[config.mk]
export PLATFORM = sky130hd
export DESIGN_NAME = muldiv_seq
export DESIGN_NICKNAME = d
export VERILOG_FILES = /design/src/rtl/muldiv_seq_pkg.sv /design/src/rtl/muldiv_step.sv /design/src/rtl/muldiv_seq.sv
export SDC_FILE = /design/constraint.sdc
export NUM_CORES = 1
export LEC_CHECK = 0
export ABC_AREA = 1
export CAP_MARGIN = 20
export CORE_UTILIZATION = 30
export CTS_CLUSTER_DIAMETER = 50
export CTS_CLUSTER_SIZE = 14
export DETAILED_ROUTE_END_ITERATION = 6
export GPL_TIMING_DRIVEN = 0
export PLACE_DENSITY = 0.48
export SYNTH_ARGS = -nofsm -noshare
export SYNTH_HDL_FRONTEND = slang
export SYNTH_SLANG_ARGS = --single-unit
[constraint.sdc]
create_clock -name clk_i -period 3 [get_ports clk_i]
set_input_delay 0.45 -clock clk_i [delete_from_list [all_inputs] [get_ports clk_i]]
set_output_delay 0.45 -clock clk_i [all_outputs]
set_load 0.01 [all_outputs]
[src/rtl/muldiv_seq_pkg.sv]
// Shared definitions for the sequential multiply/divide unit: op and FSM
// state encodings and the default datapath width.
package muldiv_seq_pkg;

  localparam int XLEN_DEFAULT = 32;

  typedef enum logic [1:0] {
    OP_MUL  = 2'b00,
    OP_DIV  = 2'b01,
    OP_REM  = 2'b10,
    OP_DIVU = 2'b11
  } op_e;

  typedef enum logic [1:0] {
    ST_IDLE = 2'b00,
    ST_RUN  = 2'b01,
    ST_FIX  = 2'b10,
    ST_DONE = 2'b11
  } state_e;

endpackage

[src/rtl/muldiv_step.sv]
// One combinational iteration of the multiply/divide datapath.
// MUL: acc += (a[0] ? b : 0); a >>= 1; b <<= 1   (low product only)
// DIV: {acc,a} <<= 1; trial-subtract b from acc; shift quotient bit into a.
module muldiv_step #(
  parameter int XLEN = 32
) (
  input  logic            is_mul_i,
  input  logic [XLEN-1:0] acc_i,
  input  logic [XLEN-1:0] a_i,
  input  logic [XLEN-1:0] b_i,
  output logic [XLEN-1:0] acc_o,
  output logic [XLEN-1:0] a_o,
  output logic [XLEN-1:0] b_o
);

  logic [XLEN:0] rem_sh_s;
  logic [XLEN:0] diff_s;

  // Single add/shift (MUL) or restoring trial subtraction (DIV) step
  always_comb begin
    rem_sh_s = {acc_i, a_i[XLEN-1]};
    diff_s   = rem_sh_s - {1'b0, b_i};
    acc_o    = acc_i;
    a_o      = a_i;
    b_o      = b_i;
    if (is_mul_i) begin
      acc_o = acc_i + (a_i[0] ? b_i : {XLEN{1'b0}});
      a_o   = {1'b0, a_i[XLEN-1:1]};
      b_o   = {b_i[XLEN-2:0], 1'b0};
    end else begin
      b_o = b_i;
      if (!diff_s[XLEN]) begin
        // No borrow: divisor fits, keep the difference and set quotient bit
        acc_o = diff_s[XLEN-1:0];
        a_o   = {a_i[XLEN-2:0], 1'b1};
      end else begin
        acc_o = rem_sh_s[XLEN-1:0];
        a_o   = {a_i[XLEN-2:0], 1'b0};
      end
    end
  end

endmodule

[src/rtl/muldiv_seq.sv]
// Iterative multiply/divide unit beside the EX-stage ALU. Runs UNROLL
// datapath steps per cycle, stalls the pipeline until the result is ready,
// and short-circuits RISC-V divide-by-zero and signed overflow cases.
module muldiv_seq
  import muldiv_seq_pkg::*;
#(
  parameter int XLEN   = XLEN_DEFAULT,
  parameter int UNROLL = 1
) (
  input  logic            clk_i,
  input  logic            rst_i,
  input  logic            start_i,
  input  logic [1:0]      op_i,
  input  logic [XLEN-1:0] data1_i,
  input  logic [XLEN-1:0] data2_i,
  input  logic            flush_i,
  output logic            stall_o,
  output logic            busy_o,
  output logic            done_o,
  output logic [XLEN-1:0] data_o
);

  localparam int STEPS = XLEN / UNROLL;
  localparam int CW    = (STEPS > 1) ? $clog2(STEPS) : 1;
  localparam logic [CW-1:0]   CNT_INIT = CW'(STEPS - 1);
  localparam logic [CW-1:0]   CNT_ZERO = {CW{1'b0}};
  localparam logic [XLEN-1:0] ZERO     = {XLEN{1'b0}};
  localparam logic [XLEN-1:0] ALL_ONES = {XLEN{1'b1}};
  localparam logic [XLEN-1:0] MIN_INT  = {1'b1, {(XLEN-1){1'b0}}};

  function automatic logic [XLEN-1:0] neg_f(input logic [XLEN-1:0] v);
    return (~v) + {{(XLEN-1){1'b0}}, 1'b1};
  endfunction

  function automatic logic [XLEN-1:0] abs_f(input logic [XLEN-1:0] v);
    return v[XLEN-1] ? neg_f(v) : v;
  endfunction

  state_e          state_q, state_d;
  op_e             op_q, op_d;
  logic [CW-1:0]   cnt_q, cnt_d;
  logic [XLEN-1:0] acc_q, acc_d;
  logic [XLEN-1:0] a_q, a_d;
  logic [XLEN-1:0] b_q, b_d;
  logic            negq_q, negq_d;
  logic            negr_q, negr_d;
  logic [XLEN-1:0] data_q, data_d;
  logic            busy_q, busy_d;
  logic            done_q, done_d;

  logic            is_mul_s;
  logic            accept_s;
  logic            div0_s;
  logic            ovf_s;
  logic [XLEN-1:0] acc_nx_s, a_nx_s, b_nx_s;

  assign is_mul_s = (op_q == OP_MUL);

  // Chain of UNROLL single-step datapaths fed from the working registers
  for (genvar g = 0; g < UNROLL; g++) begin : g_step
    logic [XLEN-1:0] acc_in_s, a_in_s, b_in_s;
    logic [XLEN-1:0] acc_out_s, a_out_s, b_out_s;
    if (g == 0) begin : g_first
      assign acc_in_s = acc_q;
      assign a_in_s   = a_q;
      assign b_in_s   = b_q;
    end else begin : g_next
      assign acc_in_s = g_step[g-1].acc_out_s;
      assign a_in_s   = g_step[g-1].a_out_s;
      assign b_in_s   = g_step[g-1].b_out_s;
    end
    muldiv_step #(.XLEN(XLEN)) u_step (
      .is_mul_i (is_mul_s),
      .acc_i    (acc_in_s),
      .a_i      (a_in_s),
      .b_i      (b_in_s),
      .acc_o    (acc_out_s),
      .a_o      (a_out_s),
      .b_o      (b_out_s)
    );
  end

  assign acc_nx_s = g_step[UNROLL-1].acc_out_s;
  assign a_nx_s   = g_step[UNROLL-1].a_out_s;
  assign b_nx_s   = g_step[UNROLL-1].b_out_s;

  assign accept_s = (state_q == ST_IDLE) && start_i && !flush_i;
  assign div0_s   = (op_e'(op_i) != OP_MUL) && (data2_i == ZERO);
  assign ovf_s    = ((op_e'(op_i) == OP_DIV) || (op_e'(op_i) == OP_REM)) &&
                    (data1_i == MIN_INT) && (data2_i == ALL_ONES);

  // Next-state, operand capture, iteration and sign fix-up
  always_comb begin
    state_d = state_q;
    op_d    = op_q;
    cnt_d   = cnt_q;
    acc_d   = acc_q;
    a_d     = a_q;
    b_d     = b_q;
    negq_d  = negq_q;
    negr_d  = negr_q;
    data_d  = data_q;
    case (state_q)
      ST_IDLE: begin
        if (accept_s) begin
          op_d   = op_e'(op_i);
          acc_d  = ZERO;
          negq_d = 1'b0;
          negr_d = 1'b0;
          case (op_e'(op_i))
            OP_MUL: begin
              a_d = data2_i;
              b_d = data1_i;
            end
            OP_DIV, OP_REM: begin
              a_d    = abs_f(data1_i);
              b_d    = abs_f(data2_i);
              negq_d = data1_i[XLEN-1] ^ data2_i[XLEN-1];
              negr_d = data1_i[XLEN-1];
            end
            default: begin
              a_d = data1_i;
              b_d = data2_i;
            end
          endcase
          if (div0_s) begin
            state_d = ST_DONE;
            data_d  = (op_e'(op_i) == OP_REM) ? data1_i : ALL_ONES;
          end else if (ovf_s) begin
            state_d = ST_DONE;
            data_d  = (op_e'(op_i) == OP_REM) ? ZERO : MIN_INT;
          end else begin
            state_d = ST_RUN;
            cnt_d   = CNT_INIT;
          end
        end else begin
          state_d = ST_IDLE;
        end
      end
      ST_RUN: begin
        if (flush_i) begin
          state_d = ST_IDLE;
        end else begin
          acc_d = acc_nx_s;
          a_d   = a_nx_s;
          b_d   = b_nx_s;
          if (cnt_q == CNT_ZERO) begin
            state_d = ST_FIX;
          end else begin
            cnt_d = cnt_q - {{(CW-1){1'b0}}, 1'b1};
          end
        end
      end
      ST_FIX: begin
        if (flush_i) begin
          state_d = ST_IDLE;
        end else begin
          state_d = ST_DONE;
          case (op_q)
            OP_MUL:  data_d = acc_q;
            OP_DIV:  data_d = negq_q ? neg_f(a_q) : a_q;
            OP_REM:  data_d = negr_q ? neg_f(acc_q) : acc_q;
            OP_DIVU: data_d = a_q;
            default: data_d = acc_q;
          endcase
        end
      end
      ST_DONE: begin
        state_d = ST_IDLE;
      end
      default: begin
        state_d = ST_IDLE;
      end
    endcase
    busy_d = (state_d == ST_RUN) || (state_d == ST_FIX);
    done_d = (state_d == ST_DONE);
  end

  // State, working and output registers with asynchronous clear
  always_ff @(posedge clk_i or negedge rst_i) begin
    if (!rst_i) begin
      state_q <= ST_IDLE;
      op_q    <= OP_MUL;
      cnt_q   <= CNT_ZERO;
      acc_q   <= ZERO;
      a_q     <= ZERO;
      b_q     <= ZERO;
      negq_q  <= 1'b0;
      negr_q  <= 1'b0;
      data_q  <= ZERO;
      busy_q  <= 1'b0;
      done_q  <= 1'b0;
    end else begin
      state_q <= state_d;
      op_q    <= op_d;
      cnt_q   <= cnt_d;
      acc_q   <= acc_d;
      a_q     <= a_d;
      b_q     <= b_d;
      negq_q  <= negq_d;
      negr_q  <= negr_d;
      data_q  <= data_d;
      busy_q  <= busy_d;
      done_q  <= done_d;
    end
  end

  assign stall_o = accept_s | busy_q;
  assign busy_o  = busy_q;
  assign done_o  = done_q;
  assign data_o  = data_q;

endmodule

# After elaboration in Yosys (flattened, before gate mapping)
# Cells that the tools add are included.
# Widths: inputs -> output; s select.
[totals]
ff_bits = 141
in_bits = 70
word_cells = 111
[classes]
addsub = 7
eq_ne = 21
mux = 44
n_bitwise = 6
n_reduce_logical = 22
[ops]
columns = ["op", "n"]
rows = [
  ["$mux 32", 21],
  ["$pmux 32 s2", 6],
  ["$add 32x1->32 const B", 4],
  ["$not 32->32", 4],
  ["$pmux 32 s4", 1],
  ["$eq 32x32->1 const B", 2],
  ["$sub 33x32->33", 1],
  ["$add 32x32->32", 1],
  ["$logic_not 32->1", 1],
  ["$mux 5", 5],
  ["$eq 2x2->1 const B", 7],
  ["$mux 2", 6],
  ["$ne 2x2->1 const B", 6],
  ["$pmux 5 s2", 1],
  ["$eq 2x1->1 const B", 4],
  ["$pmux 2 s4", 1],
  ["$reduce_and 4->1", 2],
  ["$logic_not 2->1", 3],
  ["$reduce_and 6->1", 1],
  ["$reduce_bool 2->1", 3],
  ["$logic_and 1x1->1", 5],
  ["$logic_not 5->1", 1],
  ["$sub 5x1->5 const B", 1],
  ["$mux 1", 3],
  ["other kinds (9)", 10],
]

# Depth between registers and ports, before layout
[depth]
ltp_word = 10
ltp_mapped = 22
ltp_nobuf = 20

# Modules after synthesis
# From an unflattened synthesis, not the netlist that was laid out.
[unflattened]
hier_cells = 3375
area_unflattened_um2 = 18723.0
[by_module_without_submodules]
columns = ["module", "n_inst", "cells_per_inst", "area_per_inst_um2"]
rows = [
  ["muldiv_seq", 1, 2015, 12141.6],
  ["muldiv_step", 1, 1360, 6581.3],
]

# Worst setup path after synthesis
# OpenSTA, ideal clock, no wires.
[synth_path]
kind = "register -> register"
start = "register a_q[0]"
end = "register acc_q[20]"
setup_ps = 116
arrival_time_ps = 2481
required_time_ps = 2884
setup_slack_ps = 403
path_stages_with_launch = 22
path_buffers = 2
path_cell_list = "dfrtp_1 > buf_2 > clkbuf_1 > nand2_1 > inv_1 > ha_1 > inv_1 > fa_1 > inv_1 > nand3_1 > nand2_1 > inv_1 > o21ai_0 > nand2_1 > nand2_1 > nand2_1 > nand3_1 > nand3_1 > nand2_1 > inv_1 > nand2_1 > nand2_1"
[synth_via]
elab_chain_len = 5
[synth_rtl]
columns = ["element", "line", "source"]
rows = [
  ["from (decl)", "muldiv_seq.sv:43", "logic [XLEN-1:0] a_q, a_d;"],
  ["from (signal assigned)", "muldiv_seq.sv:186", "a_q <= ZERO;"],
  ["from (signal assigned)", "muldiv_seq.sv:198", "a_q <= a_d;"],
  ["$mux 32", "muldiv_step.sv:27", "acc_o = acc_i + (a_i[0] ? b_i : {XLEN{1'b0}});"],
  ["$add 32x32->32", "muldiv_step.sv:27", ""],
  ["$mux 32", "muldiv_step.sv:26", "if (is_mul_i) begin"],
  ["$mux 32", "muldiv_seq.sv:141", "if (flush_i) begin"],
  ["$pmux 32 s2", "muldiv_seq.sv:103", "case (state_q)"],
  ["to (signal assigned)", "muldiv_seq.sv:185", "acc_q <= ZERO;"],
  ["to (signal assigned)", "muldiv_seq.sv:197", "acc_q <= acc_d;"],
  ["to (decl)", "muldiv_seq.sv:42", "logic [XLEN-1:0] acc_q, acc_d;"],
]
# Every way passes these cells. The select of a mux whose other input is x is not followed.
# A chain may end at the register's enable or synchronous reset.

# Worst setup path after layout
[layout_path]
start = "input port op_i[1]"
end = "register a_q[25]"
[layout_via]
elab_chain_len = 5
[layout_rtl]
columns = ["element", "line", "source"]
rows = [
  ["from (decl)", "muldiv_seq.sv:13", "input logic [1:0] op_i,"],
  ["$eq 2x1->1 / $eq 2x2->1 (equally long branches)", "muldiv_seq.sv:110", "case (op_e'(op_i))"],
  ["$reduce_or 2->1", "muldiv_seq.sv:110", ""],
  ["$pmux 32 s2 *", "muldiv_seq.sv:110", ""],
  ["$mux 32 *", "muldiv_seq.sv:105", "if (accept_s) begin"],
  ["$pmux 32 s2 *", "muldiv_seq.sv:103", ""],
]
# Mark *: on every way between the ends. The rest lies on a longest branch, timed or not. The select of a mux whose other input is x is not followed.

==> impl_metrics.tcl <==
set metrics [dict create \
    tightest_slew_ns 0.930 \
    critPathMaxStageDelay_ns 0.60 \
    grt_pass1_vias 20428 \
    die_area_um2 59800 \
    p_leak_nw 10.1 \
    regArea_um2 3540 \
    path_delay_family "buffers and inverters" \
    hold_start "data_o[2]$_DFFE_PN0P_" \
    grt_pass1_wl_mm 142 \
    start_util_pct 30.5 \
    power_mw 26.7 \
    cts_htree_levels 4 \
    reg2reg_depth 14 \
    max_freq_mhz 336 \
    syn_inst 3135 \
    p_per_area_nw_per_um2 1290 \
    synthFlopType "dfrtp_1" \
    rsz0062_at_grt "yes" \
    fin_area_um2 20600 \
    hpwl_mm 81.6 \
    syn_area_per_cell_um2 5.63 \
    seq_area_frac_synth_pct 20.0 \
    clock_latency_ns 0.51 \
    cts_buffers 17 \
    status "completed" \
    async_flop_share_pct 100 \
    r2r-end "acc_q[12]$_DFFE_PN0P_" \
    core_area_um2 57900 \
    crit_path_start_kind "input pin" \
    nFillCells 6706 \
    tritoncts "done" \
    gp_congestion 1.02 \
    hold_class "reg2reg" \
    cp_cell_sequence "clkdlybuf4s50_1 -> inv_1 -> ha_1 -> clkbuf_1 -> buf_2 -> nand2_1 -> o21ai_1 -> o211ai_1 -> a21oi_1" \
    worst_ep_arrival_time_ns 3.39 \
    dpl_cell_area_um2 19700 \
    clk_pin_slew_worst_paths_ns 0.07 \
    grt_max_degree 74 \
    path_buf_inv 4 \
    hold_viol 0 \
    crit_type "in2reg" \
    routed_wl_mm 99.8 \
    wl_per_cell_um 24.7 \
    drt_iter0_markers 2578 \
    tns_ns 0 \
    synth_edf_count 0 \
    rows 88 \
    syn-num-nets 3280 \
    rrSetupSlack_ns 0.03 \
    relSlewSlack_pct 38.0 \
    netlist_area_um2 17700 \
    required_ns 3.42 \
    vias 22611 \
    ys_seq_elements 141 \
    slew_viol_final 0 \
    finalWorstPathRequiredPeriod_ns 2.97 \
    path_depth 9 \
    crit_path_end_kind "flop" \
    finalClockSkew_ns 0.0308 \
    die_h_um 245 \
    worstReg2RegStart "acc_q[23]$_DFFE_PN0P_" \
    via_per_inst 5.59 \
    crit_end "a_q[25]$_DFFE_PN0P_" \
    clkSinkCount 141 \
    ir_drop_mv 0.678 \
    worstPathMaxFanout 10 \
    ys_warn_count 0 \
    diodes 0 \
    setup_viol 0 \
    layout-drive-gt1-share_pct 6.62 \
    startpoint "op_i[1]" \
    nets 3413 \
    maxCapViolations 0 \
    route.detailed.drc 0 \
    gr-total-overflow 0 \
    clockRootBuffer "clkbuf_16" \
    die_x_um 245 \
    multi_input_area_um2 12100 \
    finalCritPeriodShare_pct 99.1 \
    antenna_found_initial 1 \
    dr.pass1.iters 6 \
    ioPinCount 105 \
    cp_slowest_cell "clkdlybuf4s50_1" \
    cts_max_path_buffers 2 \
    grt_use_total_pct 32.8 \
    numPortBuffers 102 \
    syn2layout_area_growth_pct 17.0 \
    antenna_left 0 \
    synth.distinct_cells 51 \
]
layout by cell type (no fill, tap or decap), types with 5 or more instances in the layout:
cell,count
buf_1,9
nand2_1,913
nand4_1,34
a21oi_2,11
nor2_1,293
nand2_2,19
o21bai_1,10
o221ai_1,5
clkbuf_1,74
a31oi_1,14
clkdlybuf4s50_1,100
o21ai_0,202
dfrtp_1,129
a21boi_1,11
inv_2,13
o21a_1,6
nor2_4,7
a221oi_1,21
o21ai_1,49
o211ai_1,49
buf_6,8
o22ai_1,5
clkinvlp_4,5
xor2_1,6
a21oi_1,239
clkbuf_16,17
nand3b_1,15
nand3_2,24
dfrtp_2,12
nand2_4,5
nor2_2,21
buf_4,9
or2_2,12
ha_1,72
inv_1,425
xnor2_1,12
nand3_1,295
buf_2,24
nor3_1,45
through the flow:
| stage | util [%] | hold WS [ns] | std cells | setup slack [ns] |
|---|---|---|---|---|
| 3_5_place_dp | 33.9 | 0.465 | 4003 | -0.803 |
| 5_1_grt | 35.7 | 0.511 | 4045 | -0.0350 |
| 4_1_cts | 35.4 | 0.489 | 4043 | 0.0161 |
| 6_report | 35.7 | 0.485 | 4045 | 0.0275 |
| 3_3_place_gp | 33.9 | 0.468 | 4002 | -4.91 |
| 2_1_floorplan | - | 0.154 | 3135 | 0.403 |
power by group:
part	internal (mW)	leakage, nW	switching, mW	total (mW)
sequential	2.85	1.73	1.58	4.42
combinational	6.08	8.04	13.9	20.0
clock	1.38	0.289	0.976	2.35
per-layer routing:
| layer | vias to the layer above | global-route usage, % | wire length, µm |
|---|---|---|---|
| met1 | 10888 | 48.4 | 46200 |
| met4 | 2 | 8.64 | 2490 |
| met5 | - | 0 | 9 |
| met2 | 1063 | 48.3 | 41800 |
| li1 | 10531 | - | - |
| met3 | 127 | 6.00 | 9280 |
worst min path at each step:
stage               cells after the start  slack, ns                      to
CTS                                     2       0.49   data_o[9]$_DFFE_PN0P_
detailed placement                      2       0.47   data_o[0]$_DFFE_PN0P_
global route                            2       0.51  data_o[17]$_DFFE_PN0P_
finish                                  2       0.48   data_o[2]$_DFFE_PN0P_
global placement                        2       0.47  data_o[17]$_DFFE_PN0P_
floorplan                               0       0.15      a_q[0]$_DFFE_PN0P_
cell type report:
| class | instances | share of cell area (%) |
|---|---|---|
| multi-input cells | 2430 | 58.8 |
| flip-flops and latches | 141 | 17.2 |
| inverters | 445 | 8.15 |
| repair buffers | 114 | 5.51 |
| well taps | 765 | 4.64 |
| plain buffers | 119 | 2.78 |
| clock buffers | 19 | 2.10 |
| clock inverters | 12 | 0.830 |
Yosys cell counts, types with 5 or more instances:
cell type / count / area [µm²]
nand2_1: 925 / 3470
inv_1: 428 / 1610
nand3_1: 315 / 1580
nor2_1: 297 / 1110
a21oi_1: 244 / 1220
o21ai_0: 209 / 1050
dfrtp_1: 141 / 3530
clkbuf_1: 77 / 289
ha_1: 73 / 913
o211ai_1: 49 / 368
nor3_1: 46 / 230
o21ai_1: 43 / 215
nand4_1: 34 / 213
buf_2: 24 / 120
a221oi_1: 21 / 184
nor2_2: 19 / 119
nand3b_1: 15 / 113
a31oi_1: 14 / 87.6
inv_2: 12 / 45.0
or2_2: 12 / 75.1
xnor2_1: 12 / 105
a21boi_1: 10 / 75.1
buf_1: 10 / 37.5
nand2_2: 10 / 62.6
o21bai_1: 10 / 75.1
buf_6: 8 / 90.1
a21oi_2: 7 / 61.3
o21a_1: 6 / 45.0
xor2_1: 6 / 52.6
nand3_2: 5 / 50.1
nor2_4: 5 / 56.3
o221ai_1: 5 / 43.8
o22ai_1: 5 / 31.3
cell families (layout without fill, tap and decap cells):
logic type	after synthesis	after routing	share of synthesized area (%)
AND/OR/NAND/NOR	1698	1698	40.9
flip-flops	141	141	20.0
XOR/XNOR	18	18	0.893
buffers and inverters	564	709	12.5
AO/OA/AOI/OAI	639	639	20.3
adder cells (fa/ha/maj)	75	75	5.40
repair_timing:
item	CTS	global route
buffers inserted	8	2
pin swaps	3	4
hold endpoints to repair	1	0
gates resized for setup	46	52
hold buffers	1	0
endpoints found under the setup margin	37	63
state kept, by name, summed over array words and instances, names as in the netlist:
name / count
data_o: 32
a_q: 32
busy_o: 1
op_q: 2
cnt_q: 5
negr_q: 1
state_q: 2
done_o: 1
acc_q: 32
negq_q: 1
b_q: 32
worst reg2reg max path, delay by kind of cell (launching register included):
kind                       cells  cell delay [ns]
buffers and inverters          1             0.18
adders and majority gates      1             0.53
DFF                            1             0.60
and+or+nand+nor               12             1.60
Power figures use the tool's default switching activity.
